===== config.mk =====
export PLATFORM = sky130hd
export DESIGN_NAME = tt_sweep_capture
export DESIGN_NICKNAME = d
export VERILOG_FILES = /design/src/rtl/tt_sweep_capture.sv
export SDC_FILE = /design/constraint.sdc
export NUM_CORES = 1
export LEC_CHECK = 0
export ABC_AREA = 0
export CORE_ASPECT_RATIO = 0.9
export CORE_MARGIN = 2
export CORE_UTILIZATION = 48
export CTS_CLUSTER_SIZE = 25
export DETAILED_ROUTE_END_ITERATION = 10
export GPL_TIMING_DRIVEN = 0
export PLACE_DENSITY_LB_ADDON = 0.1
export REMOVE_ABC_BUFFERS = 1
export SLEW_MARGIN = 20
export SYNTH_ARGS = -nofsm -noshare
export SYNTH_HDL_FRONTEND = slang
export SYNTH_SLANG_ARGS = --single-unit
export TNS_END_PERCENT = 50

===== constraint.sdc =====
create_clock -name clk -period 2.2 [get_ports clk]
set_input_delay 0.44 -clock clk [delete_from_list [all_inputs] [get_ports clk]]
set_output_delay 0.44 -clock clk [all_outputs]
set_load 0.02 [all_outputs]

===== src/rtl/tt_sweep_capture.sv =====
// rtl/tt_sweep_capture.sv - truth-table sweep/capture harness for a 4-input AIG netlist (optional EARLY_EXIT_EN)
module tt_sweep_capture #(
  parameter int SETTLE_CYCLES = 1
) (
  input  logic        clk,
  input  logic        rst_n,
  input  logic        start,
  input  logic [15:0] exp_tt,
  output logic        x0,
  output logic        x1,
  output logic        x2,
  output logic        x3,
  input  logic        y0,
  output logic        busy,
  output logic        done,
  output logic [15:0] tt,
  output logic        match,
  output logic [3:0]  fail_idx
);

  typedef enum logic [1:0] {
    S_IDLE   = 2'd0,
    S_SETTLE = 2'd1,
    S_FINISH = 2'd2
  } state_t;

  state_t      r_state;
  logic [15:0] r_exp;
  logic [3:0]  r_m;
  logic [7:0]  r_cnt;
  logic [3:0]  r_x;
  logic        r_busy;
  logic        r_done;
  logic [15:0] r_tt;
  logic        r_match;
  logic        r_fail;
  logic [3:0]  r_fail_idx;

  logic        w_last_settle;
  logic        w_mis;
  logic        w_exit;

  // y0 has been stable for SETTLE_CYCLES cycles once the counter hits its terminal value
  assign w_last_settle = (r_cnt == 8'(SETTLE_CYCLES - 1));
  assign w_mis         = (y0 != r_exp[r_m]);

`ifdef EARLY_EXIT_EN
  assign w_exit = w_mis;
`else
  assign w_exit = 1'b0;
`endif

  // Sweep sequencer: drives the minterm, samples y0 and accumulates the verdict
  always_ff @(posedge clk) begin
    if (!rst_n) begin
      r_state    <= S_IDLE;
      r_exp      <= 16'h0000;
      r_m        <= 4'd0;
      r_cnt      <= 8'd0;
      r_x        <= 4'd0;
      r_busy     <= 1'b0;
      r_done     <= 1'b0;
      r_tt       <= 16'h0000;
      r_match    <= 1'b0;
      r_fail     <= 1'b0;
      r_fail_idx <= 4'd0;
    end else begin
      case (r_state)
        S_IDLE: begin
          if (start) begin
            r_exp      <= exp_tt;
            r_tt       <= 16'h0000;
            r_m        <= 4'd0;
            r_x        <= 4'd0;
            r_cnt      <= 8'd0;
            r_busy     <= 1'b1;
            r_match    <= 1'b0;
            r_fail     <= 1'b0;
            r_fail_idx <= 4'd0;
            r_state    <= S_SETTLE;
          end
        end
        S_SETTLE: begin
          if (w_last_settle) begin
            r_tt[r_m] <= y0;
            if (w_mis && !r_fail) begin
              r_fail     <= 1'b1;
              r_fail_idx <= r_m;
            end
            if (r_m == 4'd15 || w_exit) begin
              // x is left on the last driven minterm until the next start
              r_state <= S_FINISH;
              r_done  <= 1'b1;
              r_busy  <= 1'b0;
              r_match <= !(r_fail || w_mis);
            end else begin
              r_m   <= r_m + 4'd1;
              r_x   <= r_m + 4'd1;
              r_cnt <= 8'd0;
            end
          end else begin
            r_cnt <= r_cnt + 8'd1;
          end
        end
        S_FINISH: begin
          // start is deliberately ignored here; it is honoured from the next cycle
          r_done  <= 1'b0;
          r_m     <= 4'd0;
          r_cnt   <= 8'd0;
          r_state <= S_IDLE;
        end
        default: begin
          r_state <= S_IDLE;
          r_busy  <= 1'b0;
          r_done  <= 1'b0;
        end
      endcase
    end
  end

  assign x0       = r_x[0];
  assign x1       = r_x[1];
  assign x2       = r_x[2];
  assign x3       = r_x[3];
  assign busy     = r_busy;
  assign done     = r_done;
  assign tt       = r_tt;
  assign match    = r_match;
  assign fail_idx = r_fail_idx;

endmodule

==> results.py <==
metrics = {
    "final_layout": {
        "synthToLayoutAreaGrowth_pct": 25.9,
        "drive_above_1_share": 0.108,
        "antenna_cells": 0,
        "fin_cells": 440,
        "post-route-util": 0.623,
        "final_cell_area_mm2": 0.00351,
        "finalNetCount": 391,
    },
    "clock_network": {
        "cts_root_buf": "clkbuf_8",
        "cts.reportedPaths.clkPinSlew_ns": 0.07,
        "clockBufferDepth": 2,
        "cts_tree": "done",
        "cts_buffers": 9,
        "clk_latency_ns": 0.35,
        "cts.sinks": 58,
        "cts_max_level": 3,
        "hold_buffers": 0,
    },
    "grt": {
        "grt_pass1_vias": 2322,
        "track_usage": 0.218,
        "grt_use_met1": 0.282,
        "met2_usage": 0.338,
        "grt_pass1_wl_um": 11100,
        "grt-ovfl-total": 0,
        "grt_max_degree": 51,
        "globalRoute.busiestLayer": "met2",
        "antenna_found_initial": 0,
        "grtUsageMet3": 0.0650,
    },
    "synthesis": {
        "ys_ff_latch": 58,
        "synth_compound_area_frac": 0.236,
        "synth_edf_count": 0,
        "ys_seq_area_frac": 0.417,
        "syn_inst": 324,
        "muxShareOfSynthArea": 0.0512,
        "yosys_warnings": 0,
        "async_reset_ff_frac": 0,
        "ys_types": 38,
        "syn_avg_cell_area_um2": 8.60,
        "yosys.area_share.simple": 0.192,
        "synth_xor_xnor_area_share": 0.0341,
        "synth-adder-area-share": 0.0270,
        "synth_top_family_by_area": "compound AO/OA/AOI/OAI gates",
        "yosys_most_used_dff": "dfxtp_1",
        "syn_area_mm2": 0.00279,
    },
    "die": {
        "initial_utilization": 0.495,
        "rows": 26,
        "dieArea_mm2": 0.00643,
        "die_width_um": 84.3,
        "core_area_mm2": 0.00563,
        "io_pins": 47,
        "fp.dieH_um": 76.3,
    },
    "setup_path": {
        "r2r_start": "r_m[1]",
        "critPathCaptureType": "flop",
        "startpoint": "r_m[1]",
        "worstSetupPathType": "flop to flop",
        "arrival_ns": 2.48,
        "path_max_fanout": 4,
        "start_kind": "flop",
        "worstPathRequired_ns": 2.44,
    },
    "detailed_routing": {
        "wl_per_cell_um": 14.5,
        "drtIter0Drc": 176,
        "drc": 0,
        "route.vias.total": 2410,
        "routed_via_density": 5.48,
        "drt-total-wl_um": 6400,
        "dr.pass1.iters": 4,
        "antenna_left": 0,
    },
    "timing": {
        "setup_tns_ns": -0.0356,
        "maxSlewViolCount": 0,
        "fin_crit_sh": 1.02,
        "final-hold-violation-count": 0,
        "setup_ws_ns": -0.0356,
        "timing.slew.headroom": 0.501,
        "worst_pin_slew_ns": 0.748,
        "fmax_mhz": 447,
        "finalSetupViolations": 1,
        "fin_crit_ns": 2.24,
        "clock-skew-final_ns": 0.0121,
        "rsz0062_at_grt": "true",
    },
    "placement": {
        "post_dp_cell_area_mm2": 0.00323,
        "dp_cells": 416,
        "hpwl_um": 4060,
        "gp_congestion": 0.776,
        "port_buffers": 46,
    },
    "power": {
        "power_leakage_uw": 0.00132,
        "power_density_mw_per_mm2": 708,
        "p_total_uw": 2480,
        "peakVddDrop_mv": 0.473,
    },
    "run": {
        "maxCapViolations": 0,
    },
    "worst_hold_path": {
        "min_from": "r_exp[2]",
        "min_path_type": "flop to flop",
    },
    "outcome": {
        "status": "complete, but fails checks",
        "violations": "setup timing",
    },
}
==> flip-flops by register name, summed over array words and instances, names as in the netlist <==
name,flops
r_cnt,8
r_state,2
done,1
tt,16
busy,1
r_m,4
fail_idx,4
r_exp,16
r_fail,1
match,1
r_x,4
==> critical path, stage by stage, from the launching register on <==
cell and delay, ns:
dfxtp_4 0.38, mux4_2 0.52, mux4_2 0.51, xnor2_2 0.17
a31o_2 0.26, a211o_1 0.29
==> logic make-up after synthesis <==
| logic type | after synthesis |
|---|---|
| simple gates | 111 |
| flops | 58 |
| compound gates | 101 |
| fa+ha+maj | 6 |
| xor+xnor | 10 |
| buf+inv | 30 |
| mux | 8 |
==> worst paths after layout <==
check,slack (ns),endpoint,depth (start not counted)
max,-0.04,fail_idx[2],5
max reg2reg,-0.04,fail_idx[2],5
min reg2reg,0.46,r_exp[2],2
min,0.46,r_exp[2],2
==> layer usage <==
layer  up-vias  share of wire  wire (um)
li1       1222              -          -
met1      1116           0.46       2950
met2        62           0.46       2970
met3        10          0.060        385
met4         0          0.015         93
met5         -              0          0
==> repair_timing <==
item,in CTS,in global routing
resized for setup,6,3
endpoints found under the setup margin,34,33
pin swaps,2,1
setup buffers,7,1
==> layout by cell type, fill, tap and decap left out, drive strengths merged, types with 3 or more instances in the layout <==
cell type / netlist / routed
a21oi: 19 / 19
nor2: 17 / 17
buf: 5 / 9
o21a: 3 / 3
nand3: 6 / 6
nand4: 7 / 7
mux4: 5 / 5
clkbuf: 19 / 11
dfxtp: 58 / 58
o21ai: 25 / 25
a31oi: 4 / 4
xnor2: 4 / 4
nor3: 6 / 6
clkinv: 0 / 4
clkdlybuf4s50: 0 / 45
inv: 6 / 6
nor2b: 5 / 5
ha: 6 / 6
xor2: 6 / 6
a22o: 3 / 3
a21boi: 39 / 39
and3: 10 / 10
mux2i: 3 / 3
nand2: 49 / 49
==> per-stage QoR <==
| step | setup slack, ns | hold slack, ns |
|---|---|---|
| after CTS | -0.0532 | 0.466 |
| final | -0.0356 | 0.463 |
| after floorplan | -0.191 | 0.440 |
| after global placement | -0.627 | 0.451 |
| after detailed placement | -0.490 | 0.457 |
| after global routing | -0.0952 | 0.485 |
==> where the power goes <==
group / internal (uW) / switching [uW]
Sequential: 1090 / 32.8
Clock: 550 / 429
Combinational: 168 / 216
Total: 1810 / 678
==> cell type report <==
cell class,instances,area [um2]
inverter,6,22.5
multi-input combinational,236,1520
clock inverter,5,53.8
timing repair buffer,54,515
sequential,58,1170
fill,522,2120
clock buffer,11,141
tap,70,87.6
==> synthesized netlist by cell type, types with 4 or more instances <==
| cell | n | area [um2] |
|---|---|---|
| a21boi_0 | 38 | 285 |
| a21oi_1 | 19 | 95.1 |
| a31oi_1 | 4 | 25.0 |
| and3_1 | 10 | 62.6 |
| buf_2 | 5 | 25.0 |
| clkbuf_1 | 19 | 71.3 |
| dfxtp_1 | 58 | 1160 |
| ha_1 | 6 | 75.1 |
| inv_1 | 6 | 22.5 |
| mux4_2 | 5 | 113 |
| nand2_1 | 49 | 184 |
| nand3_1 | 6 | 30.0 |
| nand4_1 | 7 | 43.8 |
| nor2_1 | 17 | 63.8 |
| nor2b_1 | 5 | 31.3 |
| nor3_1 | 5 | 25.0 |
| o21ai_0 | 25 | 125 |
| xor2_1 | 6 | 52.6 |
(Power assumes the default switching activity.)
